File: src/rtl/byte_pair_sorter.sv
// -----------------------------------------------------------------------------
// byte_pair_sorter
//
// Registered two-element compare-and-swap node. It is the leaf sorting stage
// of the mergesort datapath. Two words enter every cycle. One cycle later they
// leave in sorted order. `left` is the element that the parent treats as the
// more significant one when it concatenates the merged list.
//
// Parameters
//   WIDTH      : bit width of each data word
//   DESCENDING : 0 = ascending (left = min), 1 = descending (left = max)
//   SIGNED_CMP : 0 = unsigned magnitude compare, 1 = two's-complement compare
//
// Ports
//   clock   in   system clock, rising-edge active
//   reset   in   asynchronous active-low reset (0 = in reset)
//   word1   in   first unsorted operand
//   word2   in   second unsorted operand
//   left    out  registered first sorted element
//   right   out  registered second sorted element
//   swapped out  registered flag, 1 when the operands were exchanged
//   valid   out  registered flag, 1 once outputs hold a post-reset result
// -----------------------------------------------------------------------------
module byte_pair_sorter #(
  parameter int unsigned WIDTH      = 8,
  parameter bit          DESCENDING = 1'b0,
  parameter bit          SIGNED_CMP = 1'b0
) (
  input  logic             clock,
  input  logic             reset,
  input  logic [WIDTH-1:0] word1,
  input  logic [WIDTH-1:0] word2,
  output logic [WIDTH-1:0] left,
  output logic [WIDTH-1:0] right,
  output logic             swapped,
  output logic             valid
);

  logic             gt_12;    // word1 > word2
  logic             gt_21;    // word2 > word1
  logic             swap;

  logic [WIDTH-1:0] left_d,    left_q;
  logic [WIDTH-1:0] right_d,   right_q;
  logic             swapped_d, swapped_q;
  logic             valid_d,   valid_q;

  // Both strict comparisons are formed. Equal operands never swap in either
  // order, so the ordering stays stable.
  always_comb begin
    // NOTE: every signal written here gets a default first so no path can
    // leave it unassigned and infer a latch.
    gt_12 = 1'b0;
    gt_21 = 1'b0;
    if (SIGNED_CMP) begin
      gt_12 = $signed(word1) > $signed(word2);
      gt_21 = $signed(word2) > $signed(word1);
    end else begin
      gt_12 = word1 > word2;
      gt_21 = word2 > word1;
    end
    swap = DESCENDING ? gt_21 : gt_12;
  end

  always_comb begin
    left_d    = swap ? word2 : word1;
    right_d   = swap ? word1 : word2;
    swapped_d = swap;
    valid_d   = 1'b1;
  end

  // Reset is in the sensitivity list, so asserting it clears the stage at
  // once. An in-flight pair is dropped without waiting for an edge.
  always_ff @(posedge clock or negedge reset) begin
    if (!reset) begin
      // NOTE: sequential state uses non-blocking assignments so every
      // register samples its pre-edge inputs regardless of statement order.
      left_q    <= '0;
      right_q   <= '0;
      swapped_q <= 1'b0;
      valid_q   <= 1'b0;
    end else begin
      left_q    <= left_d;
      right_q   <= right_d;
      swapped_q <= swapped_d;
      valid_q   <= valid_d;
    end
  end

  assign left    = left_q;
  assign right   = right_q;
  assign swapped = swapped_q;
  assign valid   = valid_q;

endmodule

File: config.mk
export PLATFORM = sky130hd
export DESIGN_NAME = byte_pair_sorter
export DESIGN_NICKNAME = d
export VERILOG_FILES = /design/src/rtl/byte_pair_sorter.sv
export SDC_FILE = /design/constraint.sdc
export NUM_CORES = 1
export LEC_CHECK = 0
export BUFFER_PORTS_ARGS = -buffer_cell sky130_fd_sc_hd__buf_4
export CAP_MARGIN = 20
export CORE_MARGIN = 10
export CORE_UTILIZATION = 40
export DETAILED_ROUTE_END_ITERATION = 12
export GPL_TIMING_DRIVEN = 0
export SKIP_LAST_GASP = 1
export SLEW_MARGIN = 20
export SYNTH_ARGS = -nofsm -noshare
export SYNTH_HDL_FRONTEND = slang
export SYNTH_SLANG_ARGS = --single-unit
export TNS_END_PERCENT = 5
File: constraint.sdc
create_clock -name clock -period 0.8 [get_ports clock]
set_clock_uncertainty 0.15 [all_clocks]
set_input_delay 0.04 -clock clock [delete_from_list [all_inputs] [get_ports clock]]
set_output_delay 0.04 -clock clock [all_outputs]
set_load 0.05 [all_outputs]
======== After elaboration in Yosys (flattened, before gate mapping) ========
Index checks and enable logic that the tools add are counted.
word-level totals
  bits in registers ....................... 18
  input bits .............................. 18
  output and inout bits ................... 18
  word-level logic and storage cells ...... 7
operators by class
  order comparisons ....................... 1
  muxes and demuxes ....................... 2
operator list
  cell                           number
  two-way mux 8 bit              2
  greater-than comparator 8 bit  1

======== Longest topological paths before layout ========
  word-level depth ........................ 2
  mapped depth ............................ 9
  mapped depth without buffers ............ 6

======== Worst setup path after synthesis ========
No wires, ideal clock.
  kind .................................... input to register
  from .................................... input word2[1]
  to ...................................... register left_q[5] (netlist: left[5])
  setup time .............................. 123 ps
  arrival ................................. 1687 ps
  required time ........................... 527 ps
  path slack .............................. -1160 ps
  stages on the path ...................... 9
  path buffers ............................ 3
  cell sequence ........................... inv_1 -> ha_1 -> nor2b_1 -> or4_4 -> buf_6 -> a31o_1 -> buf_6 -> buf_6 -> o221a_1
on the way
  longest elaborated chain between the ends .. 2
ends and longest elaborated chain
  element                        line  RTL
  start, declared                32    input logic [WIDTH-1:0] word2,
  greater-than comparator 8 bit  59    gt_12 = word1 > word2;
  two-way mux 8 bit              66    left_d = swap ? word2 : word1;
  via left_d[5]                  43    logic [WIDTH-1:0] left_d, left_q;
  end signal, assigned           83    left_q <= left_d;
  end, declared                  43
The timed path passes the listed nets, and every way through them passes these cells.

======== Final worst setup path ========
  from .................................... input word2[1]
  to ...................................... register right_q[6] (netlist: right[6])
on the way
  longest elaborated chain between the ends .. 2
ends and longest elaborated chain
  element                        line  RTL
  greater-than comparator 8 bit  59
  two-way mux 8 bit              67    right_d = swap ? word1 : word2;
  via right_d[6]                 44    logic [WIDTH-1:0] right_d, right_q;
  end signal, assigned           84    right_q <= right_d;
  end, declared                  44
The timed path passes the listed nets, and every way through them passes these cells.

==> impl_metrics.tcl <==
set metrics [dict create \
    cpMaxStageDelayCell "or4_4" \
    final-max-slew-violation-count 0 \
    ys_types 24 \
    grt_pass1_vias 1115 \
    diodes 0 \
    hold_slack_ps -99.4 \
    period_share_pct 227 \
    syn-cell-area_um2 1230 \
    grt_usage_pct 12.6 \
    clk_path_buf_depth 2 \
    grt_pass1_wl_um 5670 \
    start_util_pct 41.0 \
    p_clk_share_pct 17.6 \
    ios 36 \
    cts-hold-fix-buffers 1 \
    vias_per_cell 5.96 \
    syn_to_final_growth_pct 34.4 \
    drcViolationCount 0 \
    synth_top_area_share_pct 36.6 \
    dp_hpwl_um 2800 \
    routed_wl_um 3660 \
    crit_chain "buf_8, inv_6, ha_4, nor2b_1, or4_4, a31o_1, buf_6, buf_8, o221a_1" \
    p_per_area_nw_per_um2 1830 \
    finalPower_mw 3.02 \
    path_buf_inv 4 \
    cp-start-kind "primary input" \
    p_sw_mw 1.18 \
    hold_violations 34 \
    drive_above_1_share_pct 37.3 \
    netlist_top_cells_count "dfrtp_1, nor2_1, clkbuf_1, o221a_1" \
    fmax_mhz 552 \
    fin_nets 193 \
    drtIter0Drc 123 \
    clock-sinks 18 \
    p_leak_nw 0.715 \
    synthCells 125 \
    internal_power_mw 1.84 \
    ys_dominant_reg_cell "dfrtp_1" \
    antenna_found_initial 0 \
    numCtsBuffers 3 \
    crit_type "in -> reg" \
    antenna_left 0 \
    ys_seq_elements 18 \
    setup_viol 35 \
    synth_edf_count 0 \
    setup_ws_ps -1010 \
    layout.cells.non_filler 199 \
    run_status "finished with violations" \
    dp.cells 193 \
    cp_top_family "simple AND/OR/NAND/NOR gates" \
    synthesis.nets 151 \
    rsz0062_at_grt "true" \
    worstPathArrival_ps 1830 \
    chipHeight_um 75.5 \
    violations "negative hold slack, negative setup slack" \
    gp_congestion 0.798 \
    path_clk_slew_ps 100 \
    cts_tree "built" \
    p_comb_share_pct 47.5 \
    grt_max_degree 19 \
    cap_violations 0 \
    vias 1187 \
    critical_path_peak_fanout 8 \
    port_buffers 35 \
    synth.most_common_cell "dfrtp_1" \
    core_um2 3000 \
    die_area_um2 5690 \
    cts_root_buf "clkbuf_4" \
    ys_warn_count 0 \
    firstDrtPassIters 4 \
    worst_path_largest_cell_delay_ps 580 \
    hp-class "in -> reg" \
    power_frac_seq_pct 34.9 \
    grt-ovfl-total 0 \
    die_w_um 75.5 \
    worstPathRequired_ps 820 \
    finalCriticalPeriod_ps 1810 \
    ir_drop_mv 0.523 \
    synth_area_leader_cell "dfrtp_1" \
    ctsHtreeMaxLevel 1 \
    synth_area_per_cell_um2 9.84 \
    drt-wirelength-per-cell_um 18.4 \
    endpoint_kind "flop" \
    switching_share_pct 39.1 \
    crit_top_cell "buf_8" \
    ys_top_cells_by_area "dfrtp_1, o221a_1, ha_1" \
    seq_area_frac_synth_pct 36.6 \
    place_ws_ps -1420 \
    synth-async-reset-ratio_pct 100 \
    rows 20 \
]
-- cell type report --
class                   instances  area (um^2)
inverters                       8         35.0
flip-flops and latches         18          450
multi-input cells              87          701
repair buffers                 40          332
plain buffers                   9         57.6
fillers                       287         1350
well taps                      33         41.3
clock buffers                   4         36.3
-- path summary, 6_finish.rpt --
check / startpoint / end / depth (start not counted) / slack (ps)
max in group asynchronous: reset / left[0]$_DFF_PN0_ / 2 / 320
min in group asynchronous: reset / left[1]$_DFF_PN0_ / 2 / -10
worst max-delay path: word2[1] / right[6]$_DFF_PN0_ / 9 / -1010
worst min-delay path: word2[4] / right[4]$_DFF_PN0_ / 2 / -100
-- power by group through the flow --
stage               Sequential, mW  Combinational, mW  Clock [mW]
finish                        1.05               1.43       0.532
global route                  1.07               1.52       0.606
CTS                           1.06               1.37       0.546
detailed placement            1.07               1.37           0
global placement              1.07               1.35           0
floorplan                     1.51              0.489           0
-- layout by cell type, fill, tap and decap left out, drive strengths merged --
cell	instances
buf	40
dfrtp	18
nor2	16
o221a	16
clkbuf	12
a32oi	8
nand3b	8
a41oi	8
nand3	8
ha	8
inv	8
o21ai	2
and4	2
nand4	2
nor2b	1
or4	1
nand2b	1
a211oi	1
o21bai	1
a31o	1
nand2	1
and2	1
dlygate4sd3	1
conb	1
-- logic make-up (layout without fill, tap and decap cells) --
kind of cell	Yosys count	after routing	share of synthesized area [%]
AND/OR/NAND/NOR	41	41	18.2
buffers and inverters	20	61	7.93
other	1	1	0.305
adder cells (fa/ha/maj)	8	8	8.14
AO/OA/AOI/OAI	37	37	28.8
flip-flops	18	18	36.6
-- per-stage QoR --
step                      TNS, ps  util [%]  hold slack, ps  instance area, um^2
after global routing       -21670      55.0            -112                 1650
after floorplan            -18050         -            -406                 1240
final                      -20440      55.0           -99.4                 1650
after global placement     -23070      51.6            -240                 1550
after CTS                  -20210      52.9            -106                 1590
after detailed placement   -23250      51.6            -233                 1550
-- per-layer routing --
metal  track usage (%)  vias to the layer above  routed length [um]
li1                  -                      579                   -
met1              17.6                      559                1660
met2              19.6                       47                1740
met3              1.69                        2                 239
met4              3.92                        0                  14
met5                 0                        -                   0
-- state kept, by name, indices dropped and copies added (netlist names) --
signal,flops
swapped,1
valid,1
left,8
right,8
-- repair_timing --
action	in CTS	in global routing
setup buffers	0	3
setup endpoints to repair	35	35
cloned	0	1
gates resized for setup	4	9
pin swaps	0	5
endpoints found under the hold margin	34	34
Note: power is estimated with default switching activity, not from simulation.
